<file path="config.mk">
export PLATFORM = sky130hd
export DESIGN_NAME = fp_addsub_req_ctrl_flat
export DESIGN_NICKNAME = d
export VERILOG_FILES = /design/src/rtl/fp_addsub_req_ctrl_if.sv /design/src/rtl/fp_addsub_req_ctrl.sv /design/src/flat_wrapper.sv
export SDC_FILE = /design/constraint.sdc
export NUM_CORES = 1
export LEC_CHECK = 0
export BUFFER_PORTS_ARGS = -buffer_cell sky130_fd_sc_hd__buf_2
export CAP_MARGIN = 10
export CORE_ASPECT_RATIO = 2
export CORE_UTILIZATION = 46
export CTS_CLUSTER_DIAMETER = 100
export DETAILED_ROUTE_END_ITERATION = 8
export GPL_TIMING_DRIVEN = 1
export MAX_ROUTING_LAYER = met4
export PLACE_DENSITY = 0.79
export SYNTH_ARGS = -nofsm -noshare
export SYNTH_HDL_FRONTEND = slang
export SYNTH_SLANG_ARGS = --single-unit
</file>
<file path="constraint.sdc">
create_clock -name clk -period 2 [get_ports clk]
set_input_delay 0.3 -clock clk [delete_from_list [all_inputs] [get_ports clk]]
set_output_delay 0.3 -clock clk [all_outputs]
set_load 0.02 [all_outputs]
</file>
<file path="src/rtl/fp_addsub_req_ctrl_if.sv">
// Request/response and add/sub-unit signal bundle for fp_addsub_req_ctrl.
// slave is the controller's view; master is the requester/add-sub-unit side.
interface fp_addsub_req_ctrl_if;
   logic        req_valid;
   logic        req_ready;
   logic        req_op;
   logic [31:0] req_a;
   logic [31:0] req_b;
   logic [4:0]  req_tag;
   logic        au_opcode;
   logic        au_sign1;
   logic        au_sign2;
   logic [7:0]  au_exp1;
   logic [7:0]  au_exp2;
   logic [22:0] au_sig1;
   logic [22:0] au_sig2;
   logic [31:0] au_fp_out;
   logic [2:0]  au_err;
   logic        rsp_valid;
   logic        rsp_ready;
   logic [31:0] rsp_result;
   logic [2:0]  rsp_err;
   logic [4:0]  rsp_tag;
   logic [2:0]  flags;
   logic        clr_flags;

   modport slave (
      input  req_valid, req_op, req_a, req_b, req_tag,
      input  au_fp_out, au_err, rsp_ready, clr_flags,
      output req_ready, au_opcode, au_sign1, au_sign2, au_exp1, au_exp2,
      output au_sig1, au_sig2, rsp_valid, rsp_result, rsp_err, rsp_tag, flags
   );

   modport master (
      output req_valid, req_op, req_a, req_b, req_tag,
      output au_fp_out, au_err, rsp_ready, clr_flags,
      input  req_ready, au_opcode, au_sign1, au_sign2, au_exp1, au_exp2,
      input  au_sig1, au_sig2, rsp_valid, rsp_result, rsp_err, rsp_tag, flags
   );
endinterface

</file>
<file path="src/rtl/fp_addsub_req_ctrl.sv">
// Sequences one request at a time through an external FP add/sub unit: holds
// unpacked operands for LATENCY cycles, captures the result, and presents a response.
module fp_addsub_req_ctrl #(
   parameter int unsigned LATENCY = 1
) (
   input  logic               clk,
   input  logic               rst_n,
   fp_addsub_req_ctrl_if.slave bus
);

   localparam logic [3:0] CNT_INIT = 4'(LATENCY - 1);

   typedef enum logic [1:0] {IDLE, EXEC, RESP} state_e;

   state_e      state_q, state_d;
   logic [3:0]  cnt_q, cnt_d;
   logic        op_q, op_d;
   logic [31:0] a_q, a_d;
   logic [31:0] b_q, b_d;
   logic [4:0]  tag_q, tag_d;
   logic [31:0] res_q, res_d;
   logic [2:0]  err_q, err_d;
   logic [4:0]  rtag_q, rtag_d;
   logic [2:0]  flags_q, flags_d;
   logic        ready_c;
   logic        accept_c;
   logic        capture_c;

   always_ff @(posedge clk or negedge rst_n) begin
      if (!rst_n) begin
         state_q <= IDLE;
         cnt_q   <= '0;
         op_q    <= 1'b0;
         a_q     <= '0;
         b_q     <= '0;
         tag_q   <= '0;
         res_q   <= '0;
         err_q   <= '0;
         rtag_q  <= '0;
         flags_q <= '0;
      end else begin
         state_q <= state_d;
         cnt_q   <= cnt_d;
         op_q    <= op_d;
         a_q     <= a_d;
         b_q     <= b_d;
         tag_q   <= tag_d;
         res_q   <= res_d;
         err_q   <= err_d;
         rtag_q  <= rtag_d;
         flags_q <= flags_d;
      end
   end

   always_comb begin
      ready_c   = (state_q == IDLE) | ((state_q == RESP) & bus.rsp_ready);
      accept_c  = bus.req_valid & ready_c;
      capture_c = (state_q == EXEC) & (cnt_q == '0);

      state_d = state_q;
      cnt_d   = cnt_q;
      op_d    = op_q;
      a_d     = a_q;
      b_d     = b_q;
      tag_d   = tag_q;
      res_d   = res_q;
      err_d   = err_q;
      rtag_d  = rtag_q;

      unique case (state_q)
         IDLE: if (accept_c) state_d = EXEC;
         EXEC: begin
            if (capture_c) state_d = RESP;
            else           cnt_d   = cnt_q - 4'd1;
         end
         RESP: if (bus.rsp_ready) state_d = accept_c ? EXEC : IDLE;
         default: state_d = IDLE;
      endcase

      if (accept_c) begin
         op_d  = bus.req_op;
         a_d   = bus.req_a;
         b_d   = bus.req_b;
         tag_d = bus.req_tag;
         cnt_d = CNT_INIT;
      end

      if (capture_c) begin
         res_d  = bus.au_fp_out;
         err_d  = bus.au_err;
         rtag_d = tag_q;
      end

      // Clear applies first so error bits captured on the same edge survive.
      flags_d = bus.clr_flags ? '0 : flags_q;
      if (capture_c) flags_d = flags_d | bus.au_err;
   end

   assign bus.req_ready  = ready_c;
   assign bus.au_opcode  = op_q;
   assign bus.au_sign1   = a_q[31];
   assign bus.au_exp1    = a_q[30:23];
   assign bus.au_sig1    = a_q[22:0];
   assign bus.au_sign2   = b_q[31];
   assign bus.au_exp2    = b_q[30:23];
   assign bus.au_sig2    = b_q[22:0];
   assign bus.rsp_valid  = (state_q == RESP);
   assign bus.rsp_result = res_q;
   assign bus.rsp_err    = err_q;
   assign bus.rsp_tag    = rtag_q;
   assign bus.flags      = flags_q;

endmodule

</file>
<file path="src/flat_wrapper.sv">
// flat-port wrapper written by rule: the top's interface ports become plain ports
module fp_addsub_req_ctrl_flat 
#(
   parameter int unsigned LATENCY = 1
)
  (clk, rst_n, bus_req_valid, bus_req_op, bus_req_a, bus_req_b, bus_req_tag, bus_au_fp_out, bus_au_err, bus_rsp_ready, bus_clr_flags, bus_req_ready, bus_au_opcode, bus_au_sign1, bus_au_sign2, bus_au_exp1, bus_au_exp2, bus_au_sig1, bus_au_sig2, bus_rsp_valid, bus_rsp_result, bus_rsp_err, bus_rsp_tag, bus_flags);
  fp_addsub_req_ctrl_if bus_i ();
  input  logic clk;
  input  logic rst_n;
  input wire logic [$bits(bus_i.req_valid)-1:0] bus_req_valid;
  input wire logic [$bits(bus_i.req_op)-1:0] bus_req_op;
  input wire logic [$bits(bus_i.req_a)-1:0] bus_req_a;
  input wire logic [$bits(bus_i.req_b)-1:0] bus_req_b;
  input wire logic [$bits(bus_i.req_tag)-1:0] bus_req_tag;
  input wire logic [$bits(bus_i.au_fp_out)-1:0] bus_au_fp_out;
  input wire logic [$bits(bus_i.au_err)-1:0] bus_au_err;
  input wire logic [$bits(bus_i.rsp_ready)-1:0] bus_rsp_ready;
  input wire logic [$bits(bus_i.clr_flags)-1:0] bus_clr_flags;
  output wire logic [$bits(bus_i.req_ready)-1:0] bus_req_ready;
  output wire logic [$bits(bus_i.au_opcode)-1:0] bus_au_opcode;
  output wire logic [$bits(bus_i.au_sign1)-1:0] bus_au_sign1;
  output wire logic [$bits(bus_i.au_sign2)-1:0] bus_au_sign2;
  output wire logic [$bits(bus_i.au_exp1)-1:0] bus_au_exp1;
  output wire logic [$bits(bus_i.au_exp2)-1:0] bus_au_exp2;
  output wire logic [$bits(bus_i.au_sig1)-1:0] bus_au_sig1;
  output wire logic [$bits(bus_i.au_sig2)-1:0] bus_au_sig2;
  output wire logic [$bits(bus_i.rsp_valid)-1:0] bus_rsp_valid;
  output wire logic [$bits(bus_i.rsp_result)-1:0] bus_rsp_result;
  output wire logic [$bits(bus_i.rsp_err)-1:0] bus_rsp_err;
  output wire logic [$bits(bus_i.rsp_tag)-1:0] bus_rsp_tag;
  output wire logic [$bits(bus_i.flags)-1:0] bus_flags;
  assign bus_i.req_valid = bus_req_valid;
  assign bus_i.req_op = bus_req_op;
  assign bus_i.req_a = bus_req_a;
  assign bus_i.req_b = bus_req_b;
  assign bus_i.req_tag = bus_req_tag;
  assign bus_i.au_fp_out = bus_au_fp_out;
  assign bus_i.au_err = bus_au_err;
  assign bus_i.rsp_ready = bus_rsp_ready;
  assign bus_i.clr_flags = bus_clr_flags;
  assign bus_req_ready = bus_i.req_ready;
  assign bus_au_opcode = bus_i.au_opcode;
  assign bus_au_sign1 = bus_i.au_sign1;
  assign bus_au_sign2 = bus_i.au_sign2;
  assign bus_au_exp1 = bus_i.au_exp1;
  assign bus_au_exp2 = bus_i.au_exp2;
  assign bus_au_sig1 = bus_i.au_sig1;
  assign bus_au_sig2 = bus_i.au_sig2;
  assign bus_rsp_valid = bus_i.rsp_valid;
  assign bus_rsp_result = bus_i.rsp_result;
  assign bus_rsp_err = bus_i.rsp_err;
  assign bus_rsp_tag = bus_i.rsp_tag;
  assign bus_flags = bus_i.flags;
  fp_addsub_req_ctrl #(.LATENCY(LATENCY)) u_core (.clk(clk), .rst_n(rst_n), .bus(bus_i));
endmodule
</file>
After elaboration in Yosys (flattened, before gate mapping). Index checks and enable logic that the tools add are counted.

Multipliers: 0. Eq/ne operators: 6. Bitwise logic cells: 5. Reduce and logical (&&, ||, !) cells: 5. Add/subtract/negate cells: 1. Divide/modulo/power cells: 0. Muxes and demuxes: 10. Shift-type cells: 0. Magnitude comparators: 0.

Operator list (count): 2-to-1 mux 4 bit (3); 2-to-1 mux 2 bit (3); 2-to-1 mux 3 bit (2); != test 2 x 1 -> 1 bit, second input constant (3); case mux 2 bit (3 select lines) (1); zero test 4 bit (1); subtractor 4 x 1 -> 4 bit, second input constant (1); bitwise AND 1 bit (3); bitwise OR 3 bit (1); AND reduction 3 bit (1); equality test 2 x 1 -> 1 bit, second input constant (1); equality test 2 bit, second input constant (1); zero test 2 bit (1); != test 2 bit, second input constant (1); AND reduction 2 bit (1); nonzero test 2 bit (1); 2-to-1 mux 1 bit (1); bitwise OR 1 bit (1).

Bits in registers: 119. Word-level logic and storage cells: 37. Input port bits: 110. Memory bits (read-only): 0. Memories: 0. Bits in writable memories: 0. Output and inout port bits: 110. Latch bits: 0.

Longest topological paths before layout.
Depth after elaboration: 7. Mapped depth: 6. Gate-level depth less buffers: 5.

Worst setup path after synthesis. No wires, ideal clock.

Path type: register to register. Start: register u_core.cnt_q[0]. End: register u_core.res_q[0], in the netlist u_core.bus.rsp_result[0]. Period minus slack after synthesis: 1646 ps. Setup time: 125 ps. Buffers on the path: 1. Path slack: 354 ps. Cell stages (with the launch flop): 7. Data arrival time: 1521 ps. Data required time: 1875 ps. Cells stage by stage: dfrtp_1 > inv_1 > ha_1 > nor3b_4 > nand2_4 > buf_6 > mux2_4.

Cells in the longest elaborated chain, start to end: 2.

RTL lines: from (decl) (line fp_addsub_req_ctrl.sv:16) `logic [3:0] cnt_q, cnt_d;`; from (signal assigned) (line fp_addsub_req_ctrl.sv:43) `cnt_q <= cnt_d;`; zero test 4 bit (line fp_addsub_req_ctrl.sv:58) `capture_c = (state_q == EXEC) & (cnt_q == '0);`; bitwise AND 1 bit (line fp_addsub_req_ctrl.sv:58); to (signal assigned) (line fp_addsub_req_ctrl.sv:48) `res_q <= res_d;`; to (decl) (line fp_addsub_req_ctrl.sv:21) `logic [31:0] res_q, res_d;`.

Every way passes these cells. A chain may end at the register's enable or synchronous reset.

Worst setup path after layout.
Start: register u_core.cnt_q[1]. End: register u_core.res_q[15], in the netlist u_core.bus.rsp_result[15].

Same word-level chain as after synthesis.

==> impl_metrics.yaml <==
outcome:
  status: "finished with violations"
  violations: "hold timing"
placed_design:
  place_ws_ns: 0.193
  dp_hpwl_mm: 7.94
  post-place-cells: 623
  io_buffers: 219
  gp_congestion: 0.822
worst_setup_path:
  reg2reg_to: "u_core.bus.rsp_result[15]$_DFFE_PN0P_"
  slowest_stage: "dfrtp_1"
  worst-path-stages: 6
  startpoint_type: "flip-flop"
  crit_path_max_fanout: 10
  arrival_ns: 2.09
  endpoint_kind: "flip-flop"
  r2r_slack_ns: 0.19
  worst-path-buf-inv: 2
  cp_slowest_stage_delay_ns: 0.39
  crit_end: "u_core.bus.rsp_result[15]$_DFFE_PN0P_"
  cpLargestDelayFamily: "simple AND/OR/NAND/NOR gates"
  criticalPathCategory: "flip-flop to flip-flop"
  cp.required_ns: 2.28
  startpoint: "u_core.cnt_q[1]$_DFFE_PN0P_"
  reg2regPathDepth: 6
  crit_chain: "inv_1, ha_1, nor3b_4, nand2_4, buf_4, mux2_4"
  r2r_start: "u_core.cnt_q[1]$_DFFE_PN0P_"
clock_tree:
  cts_resized: 0
  clk_path_buf_depth: 2
  worst_skew_pair.late_latency_ns: 0.40
  tritoncts: "built"
  holdBufCountCts: 0
  post-cts-setup-buffers: 0
  clockRootBuffer: "clkbuf_16"
  cts_sinks: 119
  clk_pin_slew_worst_paths_ns: 0.06
  cts-buffers-inserted: 17
  cts_max_level: 4
global_route:
  track_usage: 0.229
  use_met3: 0.0667
  grt_pass1_vias: 3616
  grt_overflow: 0
  grt_busiest_layer: "met2"
  grt_max_degree: 120
  grtUsageMet2: 0.413
  grt_use_met1: 0.213
  grt_pass1_wl_mm: 17.6
  antenna_found_initial: 0
layout:
  fin_nets: 621
  syn_to_final_growth_pct: 38.0
  mostFrequentLayoutCells: "218 x buf_2, 119 x dfrtp_1, 45 x mux2_1"
  layout.cells.non_filler: 655
  num_antenna_cells: 0
  n_fill_cell: 774
  regArea_um2: 2980
  layout-drive-gt1-share: 0.621
  multi_input_area_um2: 1580
  mostFrequentLayoutCell: "buf_2"
power_and_ir_drop:
  swShare: 0.374
  ir_drop_uv: 960
  p_comb_frac: 0.432
  pwr-share-clk: 0.225
  power.density_nw_per_um2: 1930
  p_seq_frac: 0.343
  p_sw_mw: 4.68
  cellLeakagePower_nw: 3.31
  p_int_mw: 7.85
synthesis:
  syn_inst: 279
  ys_seq_elements: 119
  synthFlopType: "dfrtp_1"
  synth_top_area_share: 0.634
  async_flop_share: 1.00
  syn_avg_cell_area_um2: 16.8
  ys_seq_area_frac: 0.634
  synth_cell_types: 26
  ys_warn_count: 0
  synth_nets: 390
  synthTopCellsByArea: "dfrtp_1 63%, mux2_4 12%, mux2_1 11%"
  mappedNetlistArea_um2: 4700
  synth-edff-count: 0
  yosysTopAreaCell: "dfrtp_1"
sta:
  hold_viol: 30
  whs_ns: -0.0844
  slew_headroom: 0.543
  fmax_mhz: 553
  drv_slew: 0
  rsz0062_at_grt: "false"
  final.min_clock_period_ns: 1.81
  tns_ns: 0
  finClkSkew_ns: 0.00617
  fin_ws_ns: 0.191
  finalCritPeriodShare: 0.904
  tightest_slew_ns: 0.685
  setup_viol: 0
routing:
  first_pass_iters: 4
  routed_wirelength_mm: 11.0
  wl_per_cell_um: 16.8
  vias: 3229
  ant_nets: 0
  remaining_drc_errors: 0
  viasPerCell: 4.93
  drtIter0Drc: 64
floorplan:
  num_io_pins: 220
  core_area_um2: 9830
  rows: 51
  start_util: 0.478
  die_area_um2: 10600
  die_w_um: 73.5
  die_h_um: 145
min_path:
  hold_path_class: "primary input to async pin"
run:
  drv_cap: 0
==> worst reg2reg max path, delay by kind of cell (launching register included) <==
kind	cells	cell delay [ns]
DFF	1	0.39
muxes	1	0.31
adders and majority gates	1	0.22
and+or+nand+nor	2	0.42
buffers and inverters	2	0.33
==> kinds of logic after synthesis <==
family                     Yosys count  synth area share
adders and majority gates            1           0.00266
buffers and inverters               19            0.0309
AOI/OAI and AO/OA                   14            0.0194
and+or+nand+nor                     19            0.0282
DFF                                119             0.634
muxes                              107             0.285
==> per-stage QoR <==
step / util / power, mW / area, um^2
finish: 0.660 / 12.5 / 6480
global route: 0.660 / 13.2 / 6480
CTS: 0.660 / 12.7 / 6480
detailed placement: 0.603 / 9.79 / 5930
global placement: 0.603 / 9.56 / 5930
floorplan: - / 7.98 / 4700
==> power by group through the flow <==
stage	clock, mW	sequential, mW	combinational (mW)
final	2.82	4.30	5.41
after global routing	3.01	4.46	5.72
after CTS	2.88	4.31	5.47
after detailed placement	0	4.32	5.47
after global placement	0	4.26	5.30
after floorplan	0	5.66	2.33
==> registers in the layout (all words and copies together), names as in the netlist <==
signal,count
u_core.a_q,32
u_core.b_q,32
u_core.bus.au_opcode,1
u_core.bus.flags,3
u_core.bus.rsp_err,3
u_core.bus.rsp_result,32
u_core.bus.rsp_tag,5
u_core.cnt_q,4
u_core.state_q,2
u_core.tag_q,5
==> routing by layer <==
layer,vias up,share of wire,wire [um]
met5,-,0,0
met4,0,0.029,320
met3,30,0.053,581
met2,136,0.58,6430
met1,1616,0.33,3690
li1,1447,-,-
==> cell usage after synthesis (2+ instances only) <==
| cell type | number |
|---|---|
| buf_6 | 9 |
| a21bo_2 | 3 |
| nand3_1 | 4 |
| inv_1 | 7 |
| mux2_1 | 45 |
| mux2_4 | 36 |
| o21ai_0 | 6 |
| a21oi_1 | 3 |
| or3_1 | 2 |
| nand2b_1 | 2 |
| nor2_1 | 3 |
| buf_2 | 2 |
| mux2_2 | 26 |
| dfrtp_1 | 119 |
==> cell type report <==
cell class / instances / share of cell area
Clock inverter: 13 / 0.0164
Timing Repair Buffer: 224 / 0.181
Multi-Input combinational cell: 141 / 0.244
Sequential cell: 119 / 0.459
Clock buffer: 19 / 0.0698
Inverter: 7 / 0.00405
Tap cell: 132 / 0.0255
==> how the worst min path moves through the flow <==
stage / start / end / slack [ns] / cells after the start
2_1_floorplan: rst_n / u_core.a_q[0]$_DFFE_PN0P_ / 0.004 / 0
3_3_place_gp: rst_n / u_core.a_q[18]$_DFFE_PN0P_ / 0.43 / 2
3_5_place_dp: rst_n / u_core.a_q[18]$_DFFE_PN0P_ / 0.44 / 2
4_1_cts: rst_n / u_core.a_q[18]$_DFFE_PN0P_ / 0.01 / 2
5_1_grt: rst_n / u_core.a_q[18]$_DFFE_PN0P_ / 0.03 / 2
6_report: rst_n / u_core.a_q[18]$_DFFE_PN0P_ / -0.08 / 2
Power figures use the tool's default switching activity.
